[config.mk]
export PLATFORM = sky130hd
export DESIGN_NAME = pwm_capture_flat
export DESIGN_NICKNAME = d
export VERILOG_FILES = /design/src/rtl/pwm_capture_if.sv /design/src/rtl/pwm_capture.sv /design/src/flat_wrapper.sv
export SDC_FILE = /design/constraint.sdc
export NUM_CORES = 1
export LEC_CHECK = 0
export ABC_AREA = 1
export CAP_MARGIN = 20
export CELL_PAD_IN_SITES_DETAIL_PLACEMENT = 0
export CELL_PAD_IN_SITES_GLOBAL_PLACEMENT = 1
export CORE_ASPECT_RATIO = 0.9
export CORE_MARGIN = 8
export CORE_UTILIZATION = 39
export CTS_BUF_LIST = sky130_fd_sc_hd__clkbuf_16
export DETAILED_ROUTE_END_ITERATION = 8
export GPL_ROUTABILITY_DRIVEN = 0
export HOLD_SLACK_MARGIN = 0.15
export PLACE_DENSITY = 0.75
export SLEW_MARGIN = 20
export SYNTH_ARGS = -nofsm -noshare
export SYNTH_HDL_FRONTEND = slang
export SYNTH_SLANG_ARGS = --single-unit
[constraint.sdc]
create_clock -name clkin -period 1.6 [get_ports clkin]
set_clock_uncertainty 0.05 [all_clocks]
set_input_delay 0.24 -clock clkin [delete_from_list [all_inputs] [get_ports clkin]]
set_output_delay 0.24 -clock clkin [all_outputs]
set_load 0.01 [all_outputs]
[src/rtl/pwm_capture_if.sv]
// rtl/pwm_capture_if.sv - PWM link input and measured-duty outputs of pwm_capture
interface pwm_capture_if #(
  parameter int WIDTH = 3
);
  logic             pwmin;
  logic [WIDTH-1:0] duty;
  logic             duty_valid;
  logic             period_err;
  logic             stuck_hi;
  logic             locked;

  modport master (
    input  pwmin,
    output duty, duty_valid, period_err, stuck_hi, locked
  );

  modport slave (
    output pwmin,
    input  duty, duty_valid, period_err, stuck_hi, locked
  );
endinterface

[src/rtl/pwm_capture.sv]
// rtl/pwm_capture.sv - measures PWM high time per frame; reports duty, period errors, stuck-high, lock
module pwm_capture #(
  parameter int WIDTH       = 3,
  parameter int SYNC_STAGES = 2
) (
  input  logic         clkin,
  input  logic         reset,
  pwm_capture_if.master bus
);
  localparam int            CW      = WIDTH + 1;
  localparam logic [CW-1:0] PERIOD  = {1'b1, {WIDTH{1'b0}}};
  localparam logic [CW-1:0] CNT_MAX = '1;
  localparam logic [CW-1:0] CNT_ONE = CW'(1);

  typedef enum logic [1:0] {S_WAIT, S_HIGH, S_LOW} state_t;

  state_t                 state_q, state_d;
  logic [SYNC_STAGES-1:0] sync_q, sync_d;
  logic                   pwm_d_q, pwm_d_d;
  logic [CW-1:0]          hicnt_q, hicnt_d;
  logic [CW-1:0]          percnt_q, percnt_d;
  logic [CW-1:0]          lowcnt_q, lowcnt_d;
  logic [WIDTH-1:0]       duty_q, duty_d;
  logic                   duty_valid_q, duty_valid_d;
  logic                   period_err_q, period_err_d;
  logic                   stuck_hi_q, stuck_hi_d;
  logic                   locked_q, locked_d;

  logic          pwm_s, rise, fall, timeout;
  logic [CW-1:0] hicnt_inc, percnt_inc, lowcnt_inc;

  assign pwm_s = sync_q[SYNC_STAGES-1];
  assign rise  = pwm_s & ~pwm_d_q;
  assign fall  = ~pwm_s & pwm_d_q;

  assign hicnt_inc  = (hicnt_q  == CNT_MAX) ? hicnt_q  : hicnt_q  + CNT_ONE;
  assign percnt_inc = (percnt_q == CNT_MAX) ? percnt_q : percnt_q + CNT_ONE;
  assign lowcnt_inc = (lowcnt_q == CNT_MAX) ? lowcnt_q : lowcnt_q + CNT_ONE;

  // A full frame of low input is the encoding of duty 0.
  assign timeout = ~pwm_s & (lowcnt_inc == PERIOD);

  always_comb begin
    sync_d       = {sync_q[SYNC_STAGES-2:0], bus.pwmin};
    pwm_d_d      = pwm_s;
    state_d      = state_q;
    duty_d       = duty_q;
    duty_valid_d = 1'b0;
    period_err_d = 1'b0;
    stuck_hi_d   = stuck_hi_q;
    locked_d     = locked_q;

    hicnt_d  = rise ? CNT_ONE : (pwm_s ? hicnt_inc : hicnt_q);
    percnt_d = rise ? CNT_ONE : percnt_inc;
    lowcnt_d = (rise || fall) ? '0 : (pwm_s ? lowcnt_q : lowcnt_inc);

    case (state_q)
      S_WAIT: begin
        if (rise) begin
          state_d = S_HIGH;
        end else if (timeout) begin
          duty_d       = '0;
          duty_valid_d = 1'b1;
          lowcnt_d     = '0;
        end
      end
      S_HIGH: begin
        if (fall) begin
          state_d      = S_LOW;
          duty_d       = hicnt_q[WIDTH-1:0];
          duty_valid_d = 1'b1;
          stuck_hi_d   = 1'b0;
        end else if (hicnt_d == PERIOD) begin
          stuck_hi_d = 1'b1;
          locked_d   = 1'b0;
        end
      end
      S_LOW: begin
        if (rise) begin
          state_d = S_HIGH;
          if (percnt_q != PERIOD) begin
            period_err_d = 1'b1;
            locked_d     = 1'b0;
          end else begin
            locked_d = 1'b1;
          end
        end else if (timeout) begin
          duty_d       = '0;
          duty_valid_d = 1'b1;
          lowcnt_d     = '0;
        end
      end
      default: state_d = S_WAIT;
    endcase
  end

  always_ff @(posedge clkin or posedge reset) begin
    if (reset) begin
      state_q      <= S_WAIT;
      sync_q       <= '0;
      pwm_d_q      <= 1'b0;
      hicnt_q      <= '0;
      percnt_q     <= '0;
      lowcnt_q     <= '0;
      duty_q       <= '0;
      duty_valid_q <= 1'b0;
      period_err_q <= 1'b0;
      stuck_hi_q   <= 1'b0;
      locked_q     <= 1'b0;
    end else begin
      state_q      <= state_d;
      sync_q       <= sync_d;
      pwm_d_q      <= pwm_d_d;
      hicnt_q      <= hicnt_d;
      percnt_q     <= percnt_d;
      lowcnt_q     <= lowcnt_d;
      duty_q       <= duty_d;
      duty_valid_q <= duty_valid_d;
      period_err_q <= period_err_d;
      stuck_hi_q   <= stuck_hi_d;
      locked_q     <= locked_d;
    end
  end

  assign bus.duty       = duty_q;
  assign bus.duty_valid = duty_valid_q;
  assign bus.period_err = period_err_q;
  assign bus.stuck_hi   = stuck_hi_q;
  assign bus.locked     = locked_q;
endmodule

[src/flat_wrapper.sv]
// flat-port wrapper written by rule: the top's interface ports become plain ports
module pwm_capture_flat 
#(
  parameter int WIDTH       = 3,
  parameter int SYNC_STAGES = 2
)
  (clkin, reset, bus_pwmin, bus_duty, bus_duty_valid, bus_period_err, bus_stuck_hi, bus_locked);
  pwm_capture_if #(.WIDTH(WIDTH)) bus_i ();
  input  logic clkin;
  input  logic reset;
  input wire logic [$bits(bus_i.pwmin)-1:0] bus_pwmin;
  output wire logic [$bits(bus_i.duty)-1:0] bus_duty;
  output wire logic [$bits(bus_i.duty_valid)-1:0] bus_duty_valid;
  output wire logic [$bits(bus_i.period_err)-1:0] bus_period_err;
  output wire logic [$bits(bus_i.stuck_hi)-1:0] bus_stuck_hi;
  output wire logic [$bits(bus_i.locked)-1:0] bus_locked;
  assign bus_i.pwmin = bus_pwmin;
  assign bus_duty = bus_i.duty;
  assign bus_duty_valid = bus_i.duty_valid;
  assign bus_period_err = bus_i.period_err;
  assign bus_stuck_hi = bus_i.stuck_hi;
  assign bus_locked = bus_i.locked;
  pwm_capture #(.WIDTH(WIDTH), .SYNC_STAGES(SYNC_STAGES)) u_core (.clkin(clkin), .reset(reset), .bus(bus_i));
endmodule
Word level (Yosys, flattened, before mapping)

Index checks and enable logic that the tools add are counted.

Register bits after elaboration: 24
Input bits: 3
Logic and storage cells: 77

$add $sub $neg: 3
Eq/ne operators: 16
Multiplexer cells: 32
Bitwise operators: 5
Reductions and logical operators: 10

Operators with widths:

| kind                | count |
|---|---|
| $mux 4              | 11 |
| $eq 4x4->1 const B  | 5 |
| $add 4x1->4 const B | 3 |
| $mux 1              | 12 |
| $ne 2x1->1 const B  | 6 |
| $mux 3              | 3 |
| $reduce_and 4->1    | 2 |
| $pmux 3 s2          | 1 |
| $reduce_bool 2->1   | 3 |
| $mux 2              | 2 |
| $ne 2x2->1 const B  | 2 |
| $ne 4x4->1 const B  | 1 |
| $pmux 1 s2          | 2 |
| $pmux 2 s2          | 1 |
| $reduce_and 2->1    | 2 |
| $and 1x1->1         | 3 |
| $eq 2x1->1 const B  | 1 |
| $eq 2x2->1 const B  | 1 |
| $logic_not 2->1     | 1 |
| $not 1->1           | 2 |
| $reduce_or 2->1     | 1 |
| $logic_or 1x1->1    | 1 |

Logic depth before layout (Yosys ltp)

Depth after elaboration: 8
Mapped depth: 12

Least setup slack after synthesis

Ideal clock, no wire load.

Path kind: register -> register
Start: register u_core.lowcnt_q[0]
End: register u_core.duty_q[2] (netlist: u_core.bus.duty[2])
Setup time: 65 ps
Arrival time: 1359 ps
Required time: 1485 ps
Path slack: 126 ps
Stages on the path, launching flop included: 11
Path buffers: 0
Clock period less this slack: 1474 ps
Cells stage by stage: dfrtp_1 > ha_1 > nand2_1 > inv_2 > nand2_4 > o21ai_1 > nor2_1 > nand4_4 > nand2_4 > nand3_1 > nand2_1

Cells in the longest elaborated chain, start to end: 6
Elaborated cells on any way between the ends: 7

Ends and longest elaborated chain:

| element                                   | RTL line           | text |
|---|---|---|
| start, declared                           | pwm_capture.sv:22  | `logic [CW-1:0] lowcnt_q, lowcnt_d;` |
| start signal, assigned                    | pwm_capture.sv:116 | `lowcnt_q <= lowcnt_d;` |
| $add 4x1->4 or $eq 4x4->1 (tied branches) | pwm_capture.sv:38  | `assign lowcnt_inc = (lowcnt_q == CNT_MAX) ? lowcnt_q : lowcnt_q + CNT_ONE;` |
| $mux 4 (*)                                | pwm_capture.sv:38  |  |
| $eq 4x4->1 (*)                            | pwm_capture.sv:41  | `assign timeout = ~pwm_s & (lowcnt_inc == PERIOD);` |
| $and 1x1->1 (*)                           | pwm_capture.sv:41  |  |
| $ne 2x1->1 (no line) (*)                  | n/a                |  |
| $reduce_and 4->1 (no line) (*)            | n/a                |  |
| end signal, assigned                      | pwm_capture.sv:117 | `duty_q <= duty_d;` |
| end, declared                             | pwm_capture.sv:23  | `logic [WIDTH-1:0] duty_q, duty_d;` |

Mark *: on every way between the ends. The rest lies on a longest branch, timed or not.
A chain may end at the register's enable or synchronous reset.

Worst setup path in the final report

Start: register u_core.lowcnt_q[1]
End: register u_core.duty_q[1] (netlist: u_core.bus.duty[1])

Same word-level chain as after synthesis.

==> flow_summary.json <==
{
  "status": "finished, final reports clean",
  "place_area_um2": 1480,
  "synth_cell_types": 28,
  "stdcell_area_um2": 1660,
  "first_global_vias": 1005,
  "static-leakage-power_nw": 0.832,
  "drv_cap": 0,
  "path_buf_inv": 1,
  "pwr-share-seq": 0.379,
  "drive_gt1_frac": 0.321,
  "start_util": 0.415,
  "grt.overflow.total": 0,
  "port_buffers": 9,
  "core_um2": 3090,
  "p_int_mw": 1.62,
  "ir_drop_mv": 0.719,
  "min_period_ns": 1.55,
  "fin_util": 0.538,
  "antenna_found_initial": 0,
  "cp_common_cell": "nand2_2",
  "synth_top_area_frac": 0.469,
  "grt_max_degree": 25,
  "synth_top_cell_by_area": "dfrtp_1",
  "cts_tree": "done",
  "fin_cells": 210,
  "synth_area_per_cell_um2": 9.02,
  "syn2layout_area_growth_pct": 29.9,
  "cts_made_buffers": 3,
  "hold_class": "input port to async pin",
  "rsz0062_at_grt": "yes",
  "die_h_um": 70.4,
  "cts.sinks": 24,
  "drc_errors": 0,
  "critPathArrivalTime_ns": 1.70,
  "path_cells": "ha_2 -> nand2_2 -> inv_2 -> nand2_4 -> nand2_2 -> nand2_2 -> nor2_4 -> nand4_4 -> nand2_4 -> nand3_1 -> nand2_1",
  "crit_family": "simple AND/OR/NAND/NOR gates",
  "final_cell_mix": "nand2_1 (24), dfrtp_1 (24), inv_1 (16), buf_4 (13), nand3_1 (12)",
  "die_x_um": 76.4,
  "rows": 19,
  "avgViaCountPerCell": 4.73,
  "clkPwrFrac": 0.300,
  "tightest_slew_ns": 0.307,
  "crit_slowest_cell": "dfrtp_1",
  "grt_pass1_wl_um": 4450,
  "cts_root_buf": "clkbuf_16",
  "netlist_instances": 142,
  "path_class": "flip-flop to flip-flop",
  "setup_tns_ns": 0,
  "final_hold_viol_count": 0,
  "drtPass1Iterations": 4,
  "cp.required_ns": 1.75,
  "antenna_left": 0,
  "place_inst": 200,
  "crit_path_start_kind": "flip-flop",
  "diodes": 0,
  "drv_slew": 0,
  "clkSlewWorstSetupHoldPaths_ns": 0.06,
  "vias": 994,
  "insertion_delay_ns": 0.26,
  "hold_buffers": 0,
  "synth_area_leaders": "dfrtp_1 (47%), nand2_1 (7.3%), ha_1 (5.9%)",
  "slew_headroom": 0.795,
  "clockBufferDepth": 2,
  "synth-seq-cells": 24,
  "drt_wl_total_um": 2620,
  "cts.htree.levels": 1,
  "switching_power_mw": 0.782,
  "die-area_um2": 5380,
  "netlist_area_um2": 1280,
  "power.density_nw_per_um2": 1440,
  "syn-num-nets": 151,
  "finalCritPeriodShare": 0.972,
  "critPathMaxFanout": 5,
  "maxClockFrequency_mhz": 643,
  "grt_usage": 0.103,
  "power_frac_comb": 0.321,
  "hpwlAfterDp_um": 1900,
  "total_power_mw": 2.40,
  "pin_count": 10,
  "end_kind": "flip-flop",
  "seq_area_frac_synth": 0.469,
  "slowest_delay_ns": 0.40,
  "layout.nets": 178,
  "avgRoutedWirePerCell_um": 12.5,
  "p_sw_frac": 0.326,
  "setup_violations": 0,
  "first_iter_violations": 33,
  "ys_warn_count": 0
}
layout make-up:
| cell class | count | area, um2 |
|---|---|---|
| fill | 293 | 1430 |
| inverter | 23 | 93.8 |
| sequential | 24 | 601 |
| clock inverter | 1 | 30.0 |
| tap | 42 | 52.6 |
| multi-input combinational | 94 | 613 |
| timing repair buffer | 23 | 199 |
| clock buffer | 3 | 75.1 |
path summary, 6_finish.rpt:
path	start	endpoint	slack [ns]	depth (start not counted)
max	u_core.lowcnt_q[1]	u_core.bus.duty[1]	0.05	11
min	reset	u_core.percnt_q[1]	0.28	3
max reg2reg	u_core.lowcnt_q[1]	u_core.bus.duty[1]	0.05	11
min reg2reg	u_core.sync_q[0]	u_core.sync_q[1]	0.30	0
max in group asynchronous	reset	u_core.pwm_d_q	0.99	3
min in group clkin	u_core.sync_q[0]	u_core.sync_q[1]	0.30	0
worst reg2reg max path: stages, from the launching register on:
cell,delay [ns]
dfrtp_1,0.40
ha_2,0.21
nand2_2,0.06
inv_2,0.08
nand2_4,0.07
nand2_2,0.07
nand2_2,0.07
nor2_4,0.10
nand4_4,0.14
nand2_4,0.12
nand3_1,0.07
nand2_1,0.06
stage by stage:
| stage | worst slack [ns] | hold slack, ns |
|---|---|---|
| 4_1_cts | 0.00185 | 0.291 |
| 3_3_place_gp | 0.0899 | 0.287 |
| 2_1_floorplan | 0.126 | 0.205 |
| 5_1_grt | -0.0588 | 0.307 |
| 3_5_place_dp | 0.0174 | 0.286 |
| 6_report | 0.0452 | 0.276 |
sequential cells by signal, indices dropped and copies added (netlist names):
signal,cells
u_core.sync_q,2
u_core.percnt_q,4
u_core.bus.stuck_hi,1
u_core.lowcnt_q,4
u_core.bus.duty,3
u_core.bus.duty_valid,1
u_core.state_q,2
u_core.hicnt_q,4
u_core.bus.period_err,1
u_core.bus.locked,1
u_core.pwm_d_q,1
synth_stat cells, drive strengths merged:
cell type  number
nor3            2
xnor2           1
xor2            1
inv            23
dfrtp          24
nand3          15
o221ai          1
o22ai           3
a21oi           6
a211oi          1
buf             1
nand4           3
o21ai           5
nand2          34
nand3b          1
ha              6
nor2           15
power by group through the flow:
stage	logic [mW]	clock network, mW	registers, mW
CTS	0.732	0.744	0.901
floorplan	0.448	0	0.918
finish	0.771	0.721	0.911
global route	0.864	0.772	0.932
detailed placement	0.729	0	0.911
global placement	0.708	0	0.904
cells by family after synthesis:
family / share of synthesized area
adder cells (fa/ha/maj): 0.0586
flip-flops: 0.469
AO/OA/AOI/OAI: 0.0732
XOR/XNOR: 0.0195
AND/OR/NAND/NOR: 0.303
buffers and inverters: 0.0772
timing repair:
action                     4_1_cts  5_1_grt
setup buffers                    0        6
gates resized for setup          0        9
setup endpoints to repair        0        5
routing by layer:
| metal | vias to the layer above | GRT usage | share of wire |
|---|---|---|---|
| li1 | 512 | - | - |
| met1 | 463 | 0.119 | 0.47 |
| met2 | 15 | 0.166 | 0.47 |
| met3 | 4 | 0.0435 | 0.044 |
| met4 | 0 | 0.0384 | 0.018 |
| met5 | - | 0 | 0 |
No activity file was read; power rests on OpenSTA's default activity.
